## src/rtl/time_set_controller_if.sv

```systemverilog
// -----------------------------------------------------------------------------
// time_set_controller_if
// Bundles the signals between the timekeeping sequencing controller, its
// stimulus sources (1 Hz divider and button debouncers) and the counter bank.
//
//   Stimulus into the controller:
//     tick      one-cycle 1 Hz strobe
//     mode_btn  one-cycle debounced mode press
//     inc_btn   one-cycle debounced increment press
//   Counter feedback into the controller:
//     sec_cnt [5:0], min_cnt [5:0], hr_cnt [4:0], day_cnt [2:0]
//   Controller outputs:
//     sec_en, min_en, hr_en, day_en  one-cycle Up&Enable strobes
//     sec_clr                        one-cycle seconds clear request
//     mode [1:0]                     0=RUN 1=SET_DAY 2=SET_HR 3=SET_MIN
//     blink                          display blink for the field being set
//
// Modports: slave = the controller, master = whatever drives it.
// -----------------------------------------------------------------------------
interface time_set_controller_if;
  logic       tick;
  logic       mode_btn;
  logic       inc_btn;
  logic [5:0] sec_cnt;
  logic [5:0] min_cnt;
  logic [4:0] hr_cnt;
  logic [2:0] day_cnt;
  logic       sec_en;
  logic       min_en;
  logic       hr_en;
  logic       day_en;
  logic       sec_clr;
  logic [1:0] mode;
  logic       blink;

  modport slave (
    input  tick, mode_btn, inc_btn, sec_cnt, min_cnt, hr_cnt, day_cnt,
    output sec_en, min_en, hr_en, day_en, sec_clr, mode, blink
  );

  modport master (
    output tick, mode_btn, inc_btn, sec_cnt, min_cnt, hr_cnt, day_cnt,
    input  sec_en, min_en, hr_en, day_en, sec_clr, mode, blink
  );
endinterface

```

## src/rtl/time_set_controller.sv

```systemverilog
// -----------------------------------------------------------------------------
// time_set_controller
// Sequencing controller for the alarm-clock counters (sec 0-59, min 0-59,
// hr 0-23, day-of-week 0-6).
//   RUN      : each Tick issues a carry cascade of one-cycle enable strobes,
//              decided from the counter values fed back through the interface.
//   SET_*    : timekeeping frozen, Inc presses steer a single strobe to the
//              field being set, Tick toggles Blink.
//
// Ports:
//   i_clk   system clock, all logic on posedge
//   i_clr   synchronous active-high reset (overrides every other input)
//   i_bus   time_set_controller_if.slave (stimulus, counter feedback, outputs)
//
// All outputs are registered: strobes appear one cycle after their cause.
// -----------------------------------------------------------------------------
module time_set_controller #(
  parameter int SEC_MAX = 59,
  parameter int MIN_MAX = 59,
  parameter int HR_MAX  = 23,
  parameter int DAY_MAX = 6
) (
  input  logic                        i_clk,
  input  logic                        i_clr,
  time_set_controller_if.slave        i_bus
);

  typedef enum logic [1:0] {
    ST_RUN     = 2'd0,
    ST_SET_DAY = 2'd1,
    ST_SET_HR  = 2'd2,
    ST_SET_MIN = 2'd3
  } state_t;

  state_t r_state;
  logic   r_sec_en;
  logic   r_min_en;
  logic   r_hr_en;
  logic   r_day_en;
  logic   r_sec_clr;
  logic   r_blink;

  state_t w_state_nxt;
  logic   w_sec_en_nxt;
  logic   w_min_en_nxt;
  logic   w_hr_en_nxt;
  logic   w_day_en_nxt;
  logic   w_sec_clr_nxt;
  logic   w_blink_nxt;

  logic   w_sec_term;
  logic   w_min_term;
  logic   w_hr_term;
  logic   w_day_term;

  // Exact-equality compare: out-of-range counter values never look terminal.
  assign w_sec_term = (i_bus.sec_cnt == 6'(SEC_MAX));
  assign w_min_term = (i_bus.min_cnt == 6'(MIN_MAX));
  assign w_hr_term  = (i_bus.hr_cnt  == 5'(HR_MAX));
  // Day wraps by itself; its terminal value is not needed for any strobe.
  assign w_day_term = (i_bus.day_cnt == 3'(DAY_MAX));

  // Next-state and next-output decode for the mode FSM.
  always_comb begin
    w_state_nxt   = r_state;
    w_sec_en_nxt  = 1'b0;
    w_min_en_nxt  = 1'b0;
    w_hr_en_nxt   = 1'b0;
    w_day_en_nxt  = 1'b0;
    w_sec_clr_nxt = 1'b0;
    w_blink_nxt   = r_blink;

    case (r_state)
      ST_RUN: begin
        w_blink_nxt = 1'b0;
        // The cascade is issued even when Mode_btn arrives in the same cycle.
        if (i_bus.tick) begin
          w_sec_en_nxt = 1'b1;
          w_min_en_nxt = w_sec_term;
          w_hr_en_nxt  = w_sec_term & w_min_term;
          w_day_en_nxt = w_sec_term & w_min_term & w_hr_term;
        end else begin
          w_sec_en_nxt = 1'b0;
        end
        if (i_bus.mode_btn) begin
          w_state_nxt = ST_SET_DAY;
          w_blink_nxt = 1'b1;
        end else begin
          w_state_nxt = ST_RUN;
        end
      end

      ST_SET_DAY, ST_SET_HR, ST_SET_MIN: begin
        if (i_bus.mode_btn) begin
          // Mode press wins: any Inc in this cycle is dropped.
          if (r_state == ST_SET_MIN) begin
            w_state_nxt   = ST_RUN;
            w_blink_nxt   = 1'b0;
            w_sec_clr_nxt = 1'b1;
          end else begin
            w_state_nxt = state_t'(r_state + 2'd1);
            w_blink_nxt = 1'b1;
          end
        end else begin
          if (i_bus.tick) begin
            w_blink_nxt = ~r_blink;
          end else begin
            w_blink_nxt = r_blink;
          end
          // Set increments never carry into the next field.
          if (i_bus.inc_btn) begin
            case (r_state)
              ST_SET_DAY: w_day_en_nxt = 1'b1;
              ST_SET_HR:  w_hr_en_nxt  = 1'b1;
              ST_SET_MIN: w_min_en_nxt = 1'b1;
              default:    w_day_en_nxt = 1'b0;
            endcase
          end else begin
            w_day_en_nxt = 1'b0;
          end
        end
      end

      default: begin
        w_state_nxt = ST_RUN;
        w_blink_nxt = 1'b0;
      end
    endcase
  end

  // State and output registers with synchronous clear.
  always_ff @(posedge i_clk) begin
    if (i_clr) begin
      r_state   <= ST_RUN;
      r_sec_en  <= 1'b0;
      r_min_en  <= 1'b0;
      r_hr_en   <= 1'b0;
      r_day_en  <= 1'b0;
      r_sec_clr <= 1'b0;
      r_blink   <= 1'b0;
    end else begin
      r_state   <= w_state_nxt;
      r_sec_en  <= w_sec_en_nxt;
      r_min_en  <= w_min_en_nxt;
      r_hr_en   <= w_hr_en_nxt;
      r_day_en  <= w_day_en_nxt;
      r_sec_clr <= w_sec_clr_nxt;
      r_blink   <= w_blink_nxt;
    end
  end

  assign i_bus.sec_en  = r_sec_en;
  assign i_bus.min_en  = r_min_en;
  assign i_bus.hr_en   = r_hr_en;
  assign i_bus.day_en  = r_day_en;
  assign i_bus.sec_clr = r_sec_clr;
  assign i_bus.mode    = r_state;
  assign i_bus.blink   = r_blink;

  // Terminal day value is decoded for completeness but drives nothing.
  logic w_unused;
  assign w_unused = w_day_term;

endmodule
```

## src/flat_wrapper.sv

```systemverilog
// flat-port wrapper written by rule: the top's interface ports become plain ports
module time_set_controller_flat 
#(
  parameter int SEC_MAX = 59,
  parameter int MIN_MAX = 59,
  parameter int HR_MAX  = 23,
  parameter int DAY_MAX = 6
)
  (i_clk, i_clr, i_bus_tick, i_bus_mode_btn, i_bus_inc_btn, i_bus_sec_cnt, i_bus_min_cnt, i_bus_hr_cnt, i_bus_day_cnt, i_bus_sec_en, i_bus_min_en, i_bus_hr_en, i_bus_day_en, i_bus_sec_clr, i_bus_mode, i_bus_blink);
  time_set_controller_if i_bus_i ();
  input  logic i_clk;
  input  logic i_clr;
  input wire logic [$bits(i_bus_i.tick)-1:0] i_bus_tick;
  input wire logic [$bits(i_bus_i.mode_btn)-1:0] i_bus_mode_btn;
  input wire logic [$bits(i_bus_i.inc_btn)-1:0] i_bus_inc_btn;
  input wire logic [$bits(i_bus_i.sec_cnt)-1:0] i_bus_sec_cnt;
  input wire logic [$bits(i_bus_i.min_cnt)-1:0] i_bus_min_cnt;
  input wire logic [$bits(i_bus_i.hr_cnt)-1:0] i_bus_hr_cnt;
  input wire logic [$bits(i_bus_i.day_cnt)-1:0] i_bus_day_cnt;
  output wire logic [$bits(i_bus_i.sec_en)-1:0] i_bus_sec_en;
  output wire logic [$bits(i_bus_i.min_en)-1:0] i_bus_min_en;
  output wire logic [$bits(i_bus_i.hr_en)-1:0] i_bus_hr_en;
  output wire logic [$bits(i_bus_i.day_en)-1:0] i_bus_day_en;
  output wire logic [$bits(i_bus_i.sec_clr)-1:0] i_bus_sec_clr;
  output wire logic [$bits(i_bus_i.mode)-1:0] i_bus_mode;
  output wire logic [$bits(i_bus_i.blink)-1:0] i_bus_blink;
  assign i_bus_i.tick = i_bus_tick;
  assign i_bus_i.mode_btn = i_bus_mode_btn;
  assign i_bus_i.inc_btn = i_bus_inc_btn;
  assign i_bus_i.sec_cnt = i_bus_sec_cnt;
  assign i_bus_i.min_cnt = i_bus_min_cnt;
  assign i_bus_i.hr_cnt = i_bus_hr_cnt;
  assign i_bus_i.day_cnt = i_bus_day_cnt;
  assign i_bus_sec_en = i_bus_i.sec_en;
  assign i_bus_min_en = i_bus_i.min_en;
  assign i_bus_hr_en = i_bus_i.hr_en;
  assign i_bus_day_en = i_bus_i.day_en;
  assign i_bus_sec_clr = i_bus_i.sec_clr;
  assign i_bus_mode = i_bus_i.mode;
  assign i_bus_blink = i_bus_i.blink;
  time_set_controller #(.SEC_MAX(SEC_MAX), .MIN_MAX(MIN_MAX), .HR_MAX(HR_MAX), .DAY_MAX(DAY_MAX)) u_core (.i_clk(i_clk), .i_clr(i_clr), .i_bus(i_bus_i));
endmodule
```

## config.mk

```make
export PLATFORM = sky130hd
export DESIGN_NAME = time_set_controller_flat
export DESIGN_NICKNAME = d
export VERILOG_FILES = /design/src/rtl/time_set_controller_if.sv /design/src/rtl/time_set_controller.sv /design/src/flat_wrapper.sv
export SDC_FILE = /design/constraint.sdc
export NUM_CORES = 1
export LEC_CHECK = 0
export ABC_CLOCK_PERIOD_IN_PS = 1900
export CORE_AREA = 2 2 39 41
export CTS_BUF_LIST = sky130_fd_sc_hd__clkbuf_8
export CTS_CLUSTER_DIAMETER = 100
export CTS_CLUSTER_SIZE = 28
export DETAILED_ROUTE_END_ITERATION = 8
export DIE_AREA = 0 0 41 43
export HOLD_SLACK_MARGIN = 0.1
export PLACE_DENSITY = 0.77
export SYNTH_ARGS = -nofsm -noshare
export SYNTH_HDL_FRONTEND = slang
export SYNTH_SLANG_ARGS = --single-unit
```

## constraint.sdc

```tcl
create_clock -name i_clk -period 1.9 [get_ports i_clk]
set_input_delay 0.285 -clock i_clk [delete_from_list [all_inputs] [get_ports i_clk]]
set_output_delay 0.285 -clock i_clk [all_outputs]
set_load 0.02 [all_outputs]
```

==> impl_metrics.tcl, run 1 <==
set metrics [dict create \
    synth_top_family_by_area "simple AND/OR/NAND/NOR gates" \
    synthMuxAreaShare 0 \
    fin_skew_ns 0.00474 \
    drtPass1Iterations 4 \
    grt_max_degree 10 \
    p_clk_frac 0.405 \
    final_hold_viol_count 0 \
    htreeDepth 1 \
    via_count 449 \
    final_max_slew_viol_count 0 \
    final_nets 110 \
    power.density_nw_per_um2 646 \
    rsz0062_at_grt "false" \
    antenna_found_initial 0 \
    combPwrFrac 0.233 \
    syn_area_um2 417 \
    tritoncts.num_buffers 3 \
    ios 33 \
    rows 14 \
    cp_max_fo 5 \
    dpl.hpwl_um 878 \
    synth.distinct_cells 19 \
    rrSetupSlack_ns 0.15 \
    cts_hold_buf 0 \
    yosys.area_share.simple 0.267 \
    fin_crit_sh 0.922 \
    drive_above_1_share 0.103 \
    period_needed_ns 1.75 \
    switching_share 0.237 \
    max_stage_delay_ns 0.55 \
    cts_tree "built" \
    criticalPathCategory "flip-flop to flip-flop" \
    grt_overflow 0 \
    synth.largest_area_cell "dfxtp_1" \
    diodes 0 \
    cp_cell_sequence "inv_1 -> ha_1 -> nand4_1 -> or4_4 -> o41ai_2" \
    peakVddDrop_mv 0.665 \
    synthXorXnorAreaFrac 0.0210 \
    leakagePower_nw 0.308 \
    clk_latency_ns 0.23 \
    power_frac_seq 0.362 \
    setup_tns_ns 0 \
    synthCells 45 \
    slew_headroom 0.761 \
    die_area_um2 1760 \
    cp.arrival_ns 1.88 \
    timing.max_cap.violations 0 \
    avgRoutedWirePerCell_um 11.4 \
    drt-initial-drc-count 8 \
    path_delay_family "simple AND/OR/NAND/NOR gates" \
    port_buffers 29 \
    core-area_um2 1380 \
    seq_area_um2 160 \
    cts_resized 0 \
    finalWorstSetupSlack_ns 0.149 \
    setup_viol 0 \
    critical-path-slowest-cell "or4_4" \
    p_total_uw 503 \
    internal_power_uw 384 \
    multi_input_area_um2 241 \
    yosysSeqAreaShare 0.384 \
    gp_congestion 0.748 \
    initial_core_util 0.301 \
    netlist.area_leader.share 0.384 \
    drc_errors 0 \
    synth_warnings 0 \
    die_w_um 41 \
    viasPerCell 4.78 \
    crit_path_end_kind "flip-flop" \
    area_growth_syn_to_layout_pct 87.1 \
    synth.avg_cell_area_um2 9.26 \
    clockBufferDepth 2 \
    clockRootBuffer "clkbuf_8" \
    p_sw_uw 119 \
    required_ns 2.03 \
    ant_nets 0 \
    die_h_um 43 \
    ys_top_cells_by_area "dfxtp_1 38%, ha_1 15%, nand4b_1 8.4%" \
    ys_ff_latch 8 \
    wl_um 1070 \
    clkTransAtPathRegs_ns 0.04 \
    grt.total_usage 0.144 \
    place_ws_ns 0.0759 \
    max_freq_mhz 571 \
    status "completed" \
    critPathBufInv 1 \
    worst_pin_slew_ns 0.357 \
    min_path_type "flip-flop to flip-flop" \
    post_cts_buffers 0 \
    grt_pass1_wl_um 1670 \
    startpoint_type "flip-flop" \
    syn-num-nets 75 \
    fill_cells 128 \
    synth_compound_area_frac 0.141 \
    grt_pass1_vias 435 \
    clock_sinks 8 \
    synth_fa_ha_area_frac 0.150 \
]
==> placed cells by master, fill, tap and decap left out, drive strengths merged <==
cell type,netlist,routed
xor2,1,1
nand2,4,4
nand2b,1,1
nand4b,4,4
nand4,1,1
o41ai,1,1
ha,5,5
or4,1,1
a22oi,1,1
inv,3,3
o21ba,1,1
a21oi,3,3
o21ai,2,2
buf,0,2
nand3,1,1
and3,1,1
nor2,5,5
clkbuf,1,3
clkdlybuf4s50,0,29
dfxtp,8,8
nor3b,1,1
==> worst paths after layout <==
kind | startpoint | end | depth (start not counted)
worst max-delay path | u_core.i_bus.mode[1]$_SDFFE_PP0P_ | u_core.i_bus.day_en$_SDFF_PP0_ | 5
worst min-delay path | u_core.i_bus.mode[1]$_SDFFE_PP0P_ | u_core.i_bus.mode[1]$_SDFFE_PP0P_ | 2
worst max register to register | u_core.i_bus.mode[1]$_SDFFE_PP0P_ | u_core.i_bus.day_en$_SDFF_PP0_ | 5
worst min register to register | u_core.i_bus.mode[1]$_SDFFE_PP0P_ | u_core.i_bus.mode[1]$_SDFFE_PP0P_ | 2
==> state kept, by name, indices dropped and copies added (netlist names) <==
name                  cells
u_core.i_bus.mode         2
u_core.i_bus.blink        1
u_core.i_bus.day_en       1
u_core.i_bus.hr_en        1
u_core.i_bus.sec_en       1
u_core.i_bus.sec_clr      1
u_core.i_bus.min_en       1
==> power by group through the flow <==
stage                     Combinational [mW]  Clock [mW]  Sequential (mW)
after global routing                   0.127       0.220            0.183
after global placement                 0.115           0            0.185
after detailed placement               0.117           0            0.185
after floorplan                       0.0342           0            0.196
final                                  0.117       0.204            0.182
after CTS                              0.118       0.209            0.182
==> routing by layer <==
metal	global-route usage	vias up	wire length (um)
met4	0.0400	0	8
met5	0	-	0
met3	0.0785	2	73
met2	0.234	13	569
li1	-	225	-
met1	0.154	209	417
==> cell type report <==
type                            count  share of cell area
Clock buffer                        3              0.0530
Inverter                            3              0.0144
Multi-Input combinational cell     33               0.310
Sequential cell                     8               0.205
Tap cell                           16              0.0257
Timing Repair Buffer               31               0.392
==> tightest hold or removal path: stages (launching register included) <==
cell and delay [ns]:
dfxtp_1 0.35, nand2_1 0.07, a21oi_1 0.05
==> stage by stage <==
stage          utilization  hold slack (ns)  area, um2  cells
2_1_floorplan            -            0.406        417     45
3_3_place_gp         0.533            0.505        738     91
3_5_place_dp         0.533            0.514        738     91
4_1_cts              0.563            0.524        779     94
5_1_grt              0.563            0.562        779     94
6_report             0.563            0.523        779     94
==> synthesized netlist by cell type <==
| master | count |
|---|---|
| inv_1 | 3 |
| and3_1 | 1 |
| nand3_1 | 1 |
| o21ai_0 | 2 |
| a21oi_1 | 3 |
| o41ai_2 | 1 |
| nand4_1 | 1 |
| clkbuf_1 | 1 |
| a22oi_1 | 1 |
| nand2_1 | 4 |
| dfxtp_1 | 8 |
| nor3b_1 | 1 |
| nor2_1 | 5 |
| o21ba_2 | 1 |
| nand2b_1 | 1 |
| xor2_1 | 1 |
| or4_4 | 1 |
| nand4b_1 | 4 |
| ha_1 | 5 |
==> cells by family (layout without fill, tap and decap cells) <==
logic type | count (synthesis) | count (layout)
compound gates | 8 | 8
xor+xnor | 1 | 1
fa+ha+maj | 5 | 5
buf+inv | 4 | 37
flops | 8 | 8
simple gates | 19 | 19
(Power assumes the default switching activity.)
==> run 2: changes to the inputs <==
--- a/config.mk
+++ b/config.mk
@@ -8,7 +8,7 @@
 export ABC_CLOCK_PERIOD_IN_PS = 1900
 export CORE_AREA = 2 2 39 41
 export CTS_BUF_LIST = sky130_fd_sc_hd__clkbuf_8
-export CTS_CLUSTER_DIAMETER = 100
+export CTS_CLUSTER_DIAMETER = 50
 export CTS_CLUSTER_SIZE = 28
 export DETAILED_ROUTE_END_ITERATION = 8
 export DIE_AREA = 0 0 41 43
==> results of run 2 <==
No change in the layout: final DEF, timing and power equal those of run 1.
==> patch, RTL diff (flow settings as in run 1) <==
Add an input register stage for `i_clr`; this delays it by one clock. The other inputs are not delayed to match.
--- a/src/rtl/time_set_controller.sv
+++ b/src/rtl/time_set_controller.sv
@@ -32,4 +32,10 @@
     ST_SET_MIN = 2'd3
   } state_t;
+
+  logic i_clr_q;
+
+  always_ff @(posedge i_clk) begin
+    i_clr_q <= i_clr;
+  end
 
   state_t r_state;
@@ -131,5 +137,5 @@
   // State and output registers with synchronous clear.
   always_ff @(posedge i_clk) begin
-    if (i_clr) begin
+    if (i_clr_q) begin
       r_state   <= ST_RUN;
       r_sec_en  <= 1'b0;
Check against the original RTL: not equivalent (a bounded check fails within 4 cycles, from zero or initial values).
==> patch against run 1 <==
- first-iteration DRC count fell by 38%
- cell area rose by 3.0%
- critical endpoint unchanged
- largest power group unchanged
- sequential cell count rose by 1
- worst setup slack improved by 0.017 ns
- total power rose by 4.9%
- cell count rose by 2.1%
- clock power rose by 2%
- routed wire length fell by 4.5%
- synthesized area rose by 4.8%
==> patch: results (changes against run 1) <==
[route]
wire_per_inst_um = 10.63  ; -6.5%
met1Wirelength_um = 457  ; +9.6%
met2_length_um = 495  ; -13%
drt_iter0_drc = 5  ; -3
route.met3.wl_um = 67  ; -8.2%
routed.top_layer = met3

[final_layout]
instances_no_fill = 96  ; +2.1%
final_net_count = 111  ; +0.91%
drive_above_1_share = 0.1000  ; -0.002564

[yosys]
synth_compound_area_frac = 0.1347  ; -0.006471
synth_commonest_cells = 9 x dfxtp_1, 5 x ha_1, 5 x nor2_1
ys_top_cells_by_area = dfxtp_1 41%, ha_1 14%, nand4b_1 8.0%
synth-adder-area-share = 0.1433  ; -0.006884
synthMuxAreaShare = 0  ; unchanged
synth_xor_area_frac = 0.02006  ; -0.0009637
synth_nets = 76  ; +1.3%
synth_area_per_cell_um2 = 9.493  ; +2.5%
yosysWarnings = 0  ; unchanged
yosysSeqAreaShare = 0.4126  ; +0.02822
yosysUniqueCellTypes = 19  ; unchanged

[grt]
grt_util_met2 = 0.2094  ; -0.02500
track_usage = 0.1410  ; -0.003312
antenna_found_initial = 0  ; unchanged
grt_pass1_wl_um = 1711  ; +2.5%
globalRouteMet3Util = 0.03665  ; -0.04188
grt_max_degree = 10  ; unchanged
met1_usage = 0.1851  ; +0.03147
grt_pass1_vias = 407  ; -6.4%

[sta]
holdWs_ns = 0.5041  ; -0.01941 ns
fin_skew_ns = 0.002302  ; -0.002440 ns
relSlewSlack = 0.7565  ; -0.004431

[placed_design]
dpl_cell_area_um2 = 758.2  ; +2.7%
io_buffers = 29  ; unchanged
dp.cells = 92  ; +1.1%
routabilityCongestion = 0.6873  ; -8.1%
dp_hpwl_um = 835.2  ; -4.8%

[power_and_ir_drop]
ir_drop_uv = 372.1  ; -44%
power.leakage_nw = 0.3218  ; +4.5%

[cts]
worstSkewPairLatency_ns = 0.22
cts_resized = 0  ; unchanged
post_cts_buffers = 0  ; unchanged
root_buffer = clkbuf_8
numCtsBuffers = 3  ; unchanged

[worst_hold_path]
min_path_cells = 1  ; -1
worstHoldStart = i_clr
holdCritPathClass = primary input to flip-flop
whs_endpoint = u_core.i_clr_q

[worst_setup_path]
ff2ff_setup_slack_ns = 0.17  ; +0.02 ns
worstPathArrival_ns = 1.87

[outcome]
outcome = finished, final reports clean

## patch: kinds of logic after synthesis
group	Yosys count
AOI/OAI and AO/OA	8
xor gates and xnor gates	1
adders and majority gates	5
buffers and inverters	4
DFF	9
and+or+nand+nor	19
## patch: critical path, stage by stage (launching register included)
cell and delay [ns]:
dfxtp_1 0.35, inv_1 0.11, ha_1 0.22, nand4_1 0.15, or4_4 0.55, o41ai_2 0.27
## patch: metrics by stage
stage	total power [W]	setup WS, ns
detailed placement	0.0003238	0.07804
global placement	0.0003210	0.09933
CTS	0.0005350	0.1572
global route	0.0005557	0.05071
finish	0.0005282	0.1655
floorplan	0.0002525	0.2040
## patch: worst max-delay path by stage
stage / startpoint / end / slack, ns / depth (start not counted)
2_1_floorplan: u_core.i_bus.mode[0] / u_core.i_bus.day_en / 0.20 / 5
3_3_place_gp: i_bus_tick / u_core.i_bus.day_en / 0.1 / 4
3_5_place_dp: i_bus_tick / u_core.i_bus.day_en / 0.08 / 4
4_1_cts: u_core.i_bus.mode[1] / u_core.i_bus.day_en / 0.16 / 5
5_1_grt: u_core.i_bus.mode[1] / u_core.i_bus.day_en / 0.05 / 5
6_report: u_core.i_bus.mode[1] / u_core.i_bus.day_en / 0.17 / 5
## patch: power by group
group	total (W)	internal, W	switching [W]
clock network	0.000208	0.000140	0.0000675
registers	0.000207	0.000199	0.00000865
logic	0.000113	0.0000698	0.0000435
total	0.000528	0.000409	0.000120
## patch: cell type report
type                            instances  area [um^2]
Fill cell                             134        580.6
Timing Repair Buffer                   31        305.3
Multi-Input combinational cell         33        241.5
Sequential cell                         9        180.2
Clock buffer                            3        41.29
Tap cell                               16        20.02
Inverter                                3        11.26
Clock inverter                          1        3.754
